$ cat src/rtl/eviction_write_buffer_pkg.sv
// rtl/eviction_write_buffer_pkg.sv - shared widths and FSM state type for the victim buffer
// Purpose: line/address/word types used by the buffer, its control FSM and the bus interface.
// Ports: none (package).
package eviction_write_buffer_pkg;

  typedef logic [127:0] lc3b_line;
  typedef logic [11:0]  lc3b_wb_adr;
  typedef logic [15:0]  lc3b_word;

  typedef enum logic [1:0] {
    IDLE  = 2'd0,
    READ  = 2'd1,
    DRAIN = 2'd2
  } wb_state;

  // Line address -> 16-bit byte address of the first byte in the line.
  function automatic lc3b_word line_byte_adr(lc3b_wb_adr adr);
    return {adr, 4'b0000};
  endfunction

endpackage

$ cat src/rtl/eviction_write_buffer_if.sv
// rtl/eviction_write_buffer_if.sv - cache-side and memory-side bus of the victim buffer
// Purpose: bundles the cache eviction/fill handshake and the physical memory port.
// Ports: slave = buffer view (consumes wb_* requests, drives pmem_* strobes);
//        master = environment view (cache and memory model).
interface eviction_write_buffer_if;
  import eviction_write_buffer_pkg::*;

  logic       wb_write;
  lc3b_wb_adr wb_adr;
  lc3b_line   wb_wdata;
  logic       wb_resp;
  logic       wb_read;
  lc3b_wb_adr wb_radr;
  lc3b_line   wb_rdata;
  logic       wb_rresp;

  logic       pmem_read;
  logic       pmem_write;
  lc3b_word   pmem_address;
  lc3b_line   pmem_wdata;
  lc3b_line   pmem_rdata;
  logic       pmem_resp;

  modport slave (
    input  wb_write, wb_adr, wb_wdata, wb_read, wb_radr, pmem_rdata, pmem_resp,
    output wb_resp, wb_rdata, wb_rresp, pmem_read, pmem_write, pmem_address, pmem_wdata
  );

  modport master (
    output wb_write, wb_adr, wb_wdata, wb_read, wb_radr, pmem_rdata, pmem_resp,
    input  wb_resp, wb_rdata, wb_rresp, pmem_read, pmem_write, pmem_address, pmem_wdata
  );

endinterface

$ cat src/rtl/eviction_write_buffer_control.sv
// rtl/eviction_write_buffer_control.sv - ewb_control: FSM, request priority, strobes and resp pulses
// Purpose: decides each cycle whether to forward a fill, go to memory, capture an eviction or drain.
// Ports: clk/reset; wb_write, wb_read requests; buf_valid, radr_match from the datapath;
//        pmem_resp from memory; wb_resp/wb_rresp pulses, pmem_read/pmem_write strobes;
//        load_buf/clear_buf/load_rdata_fwd/load_rdata_mem datapath enables.
module ewb_control
  import eviction_write_buffer_pkg::*;
(
  input  logic clk,
  input  logic reset,
  input  logic wb_write,
  input  logic wb_read,
  input  logic buf_valid,
  input  logic radr_match,
  input  logic pmem_resp,
  output logic wb_resp,
  output logic wb_rresp,
  output logic pmem_read,
  output logic pmem_write,
  output logic load_buf,
  output logic clear_buf,
  output logic load_rdata_fwd,
  output logic load_rdata_mem
);

  wb_state state_q, state_d;
  logic    wb_resp_q, wb_resp_d;
  logic    wb_rresp_q, wb_rresp_d;

  always_ff @(posedge clk) begin
    if (reset) begin
      state_q    <= IDLE;
      wb_resp_q  <= 1'b0;
      wb_rresp_q <= 1'b0;
    end else begin
      state_q    <= state_d;
      wb_resp_q  <= wb_resp_d;
      wb_rresp_q <= wb_rresp_d;
    end
  end

  always_comb begin
    state_d        = state_q;
    wb_resp_d      = 1'b0;
    wb_rresp_d     = 1'b0;
    load_buf       = 1'b0;
    clear_buf      = 1'b0;
    load_rdata_fwd = 1'b0;
    load_rdata_mem = 1'b0;
    case (state_q)
      IDLE: begin
        // While a response pulse is out, the requester still shows the old
        // request for this one cycle; acting on it would service it twice.
        if (!(wb_resp_q || wb_rresp_q)) begin
          if (wb_read && buf_valid && radr_match) begin
            load_rdata_fwd = 1'b1;
            wb_rresp_d     = 1'b1;
          end else if (wb_read) begin
            state_d = READ;
          end else if (wb_write && !buf_valid) begin
            load_buf  = 1'b1;
            wb_resp_d = 1'b1;
          end else if (buf_valid) begin
            state_d = DRAIN;
          end
        end
      end
      READ: begin
        if (pmem_resp) begin
          load_rdata_mem = 1'b1;
          wb_rresp_d     = 1'b1;
          state_d        = IDLE;
        end
      end
      DRAIN: begin
        if (pmem_resp) begin
          clear_buf = 1'b1;
          state_d   = IDLE;
        end
      end
      default: state_d = IDLE;
    endcase
  end

  assign wb_resp    = wb_resp_q;
  assign wb_rresp   = wb_rresp_q;
  assign pmem_read  = (state_q == READ);
  assign pmem_write = (state_q == DRAIN);

endmodule

$ cat src/rtl/eviction_write_buffer.sv
// rtl/eviction_write_buffer.sv - single-entry victim buffer between L1 data cache and memory
// Purpose: holds one evicted dirty line, forwards fills that hit it, drains it when memory is idle.
// Ports: clk, reset (sync, active-high); bus (slave modport) carrying the wb_* cache handshake
//        and the pmem_* memory port.
module eviction_write_buffer
  import eviction_write_buffer_pkg::*;
(
  input logic                           clk,
  input logic                           reset,
  eviction_write_buffer_if.slave        bus
);

  logic       buf_valid_q, buf_valid_d;
  lc3b_wb_adr buf_adr_q, buf_adr_d;
  lc3b_line   buf_data_q, buf_data_d;
  lc3b_line   rdata_q, rdata_d;

  logic radr_match;
  logic load_buf, clear_buf, load_rdata_fwd, load_rdata_mem;
  logic pmem_read, pmem_write;

  ewb_control u_ctrl (
    .clk            (clk),
    .reset          (reset),
    .wb_write       (bus.wb_write),
    .wb_read        (bus.wb_read),
    .buf_valid      (buf_valid_q),
    .radr_match     (radr_match),
    .pmem_resp      (bus.pmem_resp),
    .wb_resp        (bus.wb_resp),
    .wb_rresp       (bus.wb_rresp),
    .pmem_read      (pmem_read),
    .pmem_write     (pmem_write),
    .load_buf       (load_buf),
    .clear_buf      (clear_buf),
    .load_rdata_fwd (load_rdata_fwd),
    .load_rdata_mem (load_rdata_mem)
  );

  assign radr_match = (bus.wb_radr == buf_adr_q);

  always_ff @(posedge clk) begin
    if (reset) begin
      buf_valid_q <= 1'b0;
      buf_adr_q   <= '0;
      buf_data_q  <= '0;
      rdata_q     <= '0;
    end else begin
      buf_valid_q <= buf_valid_d;
      buf_adr_q   <= buf_adr_d;
      buf_data_q  <= buf_data_d;
      rdata_q     <= rdata_d;
    end
  end

  always_comb begin
    buf_valid_d = buf_valid_q;
    buf_adr_d   = buf_adr_q;
    buf_data_d  = buf_data_q;
    rdata_d     = rdata_q;
    if (load_buf) begin
      buf_valid_d = 1'b1;
      buf_adr_d   = bus.wb_adr;
      buf_data_d  = bus.wb_wdata;
    end
    if (clear_buf) begin
      buf_valid_d = 1'b0;
    end
    if (load_rdata_fwd) begin
      rdata_d = buf_data_q;
    end else if (load_rdata_mem) begin
      rdata_d = bus.pmem_rdata;
    end
  end

  // Address follows the active strobe; zero when the port is idle.
  always_comb begin
    bus.pmem_address = '0;
    if (pmem_read) begin
      bus.pmem_address = line_byte_adr(bus.wb_radr);
    end else if (pmem_write) begin
      bus.pmem_address = line_byte_adr(buf_adr_q);
    end
  end

  assign bus.pmem_read  = pmem_read;
  assign bus.pmem_write = pmem_write;
  assign bus.pmem_wdata = buf_data_q;
  assign bus.wb_rdata   = rdata_q;

endmodule

$ cat src/flat_wrapper.sv
// flat-port wrapper written by rule: the top's interface ports become plain ports
module eviction_write_buffer_flat import eviction_write_buffer_pkg::*;
  (clk, reset, bus_wb_write, bus_wb_adr, bus_wb_wdata, bus_wb_read, bus_wb_radr, bus_pmem_rdata, bus_pmem_resp, bus_wb_resp, bus_wb_rdata, bus_wb_rresp, bus_pmem_read, bus_pmem_write, bus_pmem_address, bus_pmem_wdata);
  eviction_write_buffer_if bus_i ();
  input logic clk;
  input logic reset;
  input wire logic [$bits(bus_i.wb_write)-1:0] bus_wb_write;
  input wire logic [$bits(bus_i.wb_adr)-1:0] bus_wb_adr;
  input wire logic [$bits(bus_i.wb_wdata)-1:0] bus_wb_wdata;
  input wire logic [$bits(bus_i.wb_read)-1:0] bus_wb_read;
  input wire logic [$bits(bus_i.wb_radr)-1:0] bus_wb_radr;
  input wire logic [$bits(bus_i.pmem_rdata)-1:0] bus_pmem_rdata;
  input wire logic [$bits(bus_i.pmem_resp)-1:0] bus_pmem_resp;
  output wire logic [$bits(bus_i.wb_resp)-1:0] bus_wb_resp;
  output wire logic [$bits(bus_i.wb_rdata)-1:0] bus_wb_rdata;
  output wire logic [$bits(bus_i.wb_rresp)-1:0] bus_wb_rresp;
  output wire logic [$bits(bus_i.pmem_read)-1:0] bus_pmem_read;
  output wire logic [$bits(bus_i.pmem_write)-1:0] bus_pmem_write;
  output wire logic [$bits(bus_i.pmem_address)-1:0] bus_pmem_address;
  output wire logic [$bits(bus_i.pmem_wdata)-1:0] bus_pmem_wdata;
  assign bus_i.wb_write = bus_wb_write;
  assign bus_i.wb_adr = bus_wb_adr;
  assign bus_i.wb_wdata = bus_wb_wdata;
  assign bus_i.wb_read = bus_wb_read;
  assign bus_i.wb_radr = bus_wb_radr;
  assign bus_i.pmem_rdata = bus_pmem_rdata;
  assign bus_i.pmem_resp = bus_pmem_resp;
  assign bus_wb_resp = bus_i.wb_resp;
  assign bus_wb_rdata = bus_i.wb_rdata;
  assign bus_wb_rresp = bus_i.wb_rresp;
  assign bus_pmem_read = bus_i.pmem_read;
  assign bus_pmem_write = bus_i.pmem_write;
  assign bus_pmem_address = bus_i.pmem_address;
  assign bus_pmem_wdata = bus_i.pmem_wdata;
  eviction_write_buffer u_core (.clk(clk), .reset(reset), .bus(bus_i));
endmodule
$ cat config.mk
export PLATFORM = sky130hd
export DESIGN_NAME = eviction_write_buffer_flat
export DESIGN_NICKNAME = d
export VERILOG_FILES = /design/src/rtl/eviction_write_buffer_pkg.sv /design/src/rtl/eviction_write_buffer_if.sv /design/src/rtl/eviction_write_buffer_control.sv /design/src/rtl/eviction_write_buffer.sv /design/src/flat_wrapper.sv
export SDC_FILE = /design/constraint.sdc
export NUM_CORES = 1
export LEC_CHECK = 0
export CAP_MARGIN = 30
export CORE_AREA = 8 8 211 213
export DETAILED_ROUTE_END_ITERATION = 12
export DIE_AREA = 0 0 219 221
export GPL_TIMING_DRIVEN = 1
export PLACE_DENSITY_LB_ADDON = 0.12
export SETUP_SLACK_MARGIN = 0.1
export SLEW_MARGIN = 20
export SYNTH_ARGS = -nofsm -noshare
export SYNTH_HDL_FRONTEND = slang
export SYNTH_SLANG_ARGS = --single-unit
$ cat constraint.sdc
create_clock -name clk -period 2.3 [get_ports clk]
set_input_delay 0.575 -clock clk [delete_from_list [all_inputs] [get_ports clk]]
set_output_delay 0.575 -clock clk [all_outputs]
set_load 0.02 [all_outputs]
==> metrics <==
Mapped Area 0.0116 mm2; synth top area cells dfxtp_1 (47%), mux2i_1 (11%), nand2_1 (9.9%), nand4b_1 (9.6%), o31ai_1 (8.3%); Cell Rows 75; nets 2113; Worst Path Required 1.73 ns; Final Core Density 47.6%; # setup viols final 0; Remaining Overflow, GRT 0; Compound-Gate Fraction of Synth Area 15.2%; Min-Delay Path Class primary input to register; Power Internal 10.0 mW; switching part of the total power 28.6%; Die Area 0.0484 mm2; CTS buffer count 34; critical path fanouts, max 7; DIE WIDTH 219 um; Worst Setup End Kind output pin; Place WS -0.299 ns; Crit-path slowest cell dfxtp_2; Hold Worst Slack 0.413 ns; Post-Synth XOR/XNOR Area 0.903%; largest family of logic cells by synthesized area simple AND/OR/NAND/NOR gates; CTS Buffer Depth 3; WP buf/inv 3; wire per inst 22.2 um; sequential element share of the synthesized area 47.0%; via count 11.8k; final max-slew violation count 0; overall power 14.0 mW; mux cell area share after synthesis 11.0%; initial antenna violation count 8; global-route wire length before repair 78.6 mm; area leader, netlist dfxtp_1; Comb pwr share 23.3%; Main synth FF type dfxtp_1; WS Path Type register to output pin; Post-synth EDFFs 0; clock share of power 38.9%; vias in the first global route 12.0k; max_cap viols 0; most used cell, CP buf_6; CTS clk-pin slew, worst paths 0.06 ns; Placed Instance Area 0.0183 mm2; dpl cells 2323; Synth top area share 47.0%; number of DRC markers in iteration 0 703; top cells by count, synth nand2_1 (308), dfxtp_1 (273), a21oi_1 (143); layout cell share with drive strength beyond 1 8.94%; DRC 0; family with the most delay on the worst path buffers and inverters; Distinct cells, synth 25; H-tree depth 2; ys async rst share 0%; RSZ-0062 raised after global routing yes; final hold viol count 0; arrival time worst endpoint 1.65 ns; I/O pin count 561; port bufs 556; slowest stage delay, CP 0.34 ns; final design area excluding fillers 0.0196 mm2; crit start category register; CTS tree built; vias per cell 4.92; Reg power frac 37.8%; Worst VDD drop 0.502 mV; P_sw 4.01 mW; 1st-pass router iterations 7; Mapped Avg Cell Area 8.96 um2; CP Cell Sequence buf_6, ha_4, buf_12, nand2_4, o21ai_2, buf_6; CORE AREA 0.0413 mm2; Tcrit/Tclk final 96.8%; Gate Count Post-Synth 1299; WL final 53.0 mm; Adder-Cell Fraction of Synth Area 0.322%; hold-fix buffers at CTS 0; final non-filler cell total 2392; register bit total from synthesis 273; clk_lat worst skew 0.53 ns; dpl hpwl 38.9 mm; TNS Setup 0 ns; status complete, no violations; P_leak 7.85 nW; clk root buf clkbuf_16; Simple-Gate Fraction of Synth Area 20.4%; Initial Utilization 28.2%; count leader, synth nand2_1; largest net degree at the start of global routing 79; Power Density 714 mW/mm2; Layout area overhead 68.7%; die boundary height 221 um; Routed Antenna Nets 0; Ys Warns 0; clk sinks 273; total track usage 20.9%; placer congestion estimate 0.826; Final Worst Setup Slack 0.0747 ns; Tmin final 2.23 ns; worst clock skew 0.00865 ns; Max Clock Freq 0.449 GHz
## state kept, by name (all words and copies together), names as in the netlist
register,flops
u_core.buf_valid_q,1
u_core.bus.pmem_wdata,128
u_core.buf_adr_q,12
u_core.u_ctrl.wb_rresp,1
u_core.u_ctrl.state_q,2
u_core.bus.wb_rdata,128
u_core.u_ctrl.wb_resp,1
## layout make-up
class	instances	area, um2
fill	3971	21700
timing repair buffer	627	6630
multi-input combinational	885	5710
sequential	273	5470
clock buffer	52	1050
tap	539	674
clock inverter	5	75.1
antenna	7	17.5
inverter	4	15.0
## worst reg2reg max path: stages, from the launching register on
cell and delay, ns:
dfxtp_2 0.34, inv_2 0.08, buf_4 0.10, ha_1 0.20, nand4_1 0.17, nor4_4 0.35, buf_4 0.22, buf_12 0.21
nand4b_1 0.17, o31ai_1 0.10
## worst paths after layout
path | cells past startpoint | startpoint | endpoint | slack, ns
max | 6 | u_core.u_ctrl.state_q[1] | bus_pmem_address[13] | 0.07
min | 2 | reset | u_core.bus.pmem_wdata[87] | 0.41
max reg2reg | 9 | u_core.u_ctrl.state_q[0] | u_core.bus.wb_rdata[65] | 0.25
min reg2reg | 2 | u_core.bus.pmem_wdata[90] | u_core.bus.pmem_wdata[90] | 0.47
## power by group through the flow
stage	Sequential (mW)	Clock (mW)	Combinational [mW]
final	5.31	5.45	3.27
after global routing	5.35	5.81	3.49
after CTS	5.31	5.64	3.28
after detailed placement	5.40	0	3.21
after global placement	5.39	0	3.21
after floorplan	5.71	0	1.10
## layer usage
layer  wire length [um]  vias up  track usage, %
met5                  8        -               0
met4               1440        2            7.90
met3               4540       69            6.89
met2              25400      402            34.6
met1              21700     5620            24.7
li1                   -     5687               -
## repair_timing
| item | 4_1_cts | 5_1_grt |
|---|---|---|
| resized for setup | 121 | 39 |
| setup endpoints to repair | 31 | 24 |
| pin swaps | 10 | 11 |
| setup buffers | 3 | 0 |
| gates cloned | 2 | 0 |
## placed cells by master (no fill, tap or decap), types with 33 or more instances in the layout
cell type | Yosys | routed
dfxtp_1 | 273 | 271
buf_12 | 0 | 38
nand4b_1 | 128 | 128
o31ai_1 | 128 | 128
clkbuf_16 | 0 | 37
buf_4 | 6 | 33
mux2i_1 | 128 | 128
a21oi_1 | 143 | 143
clkdlybuf4s50_1 | 0 | 513
nand2_1 | 308 | 297
## kinds of logic (layout without fill, tap and decap cells)
logic type | count (synthesis) | after routing
buf+inv | 144 | 688
mux | 128 | 128
xor+xnor | 12 | 12
other cells | 1 | 11
compound gates | 288 | 288
simple gates | 450 | 450
fa+ha+maj | 3 | 3
flops | 273 | 273
Note: power is estimated with default switching activity, not from simulation.
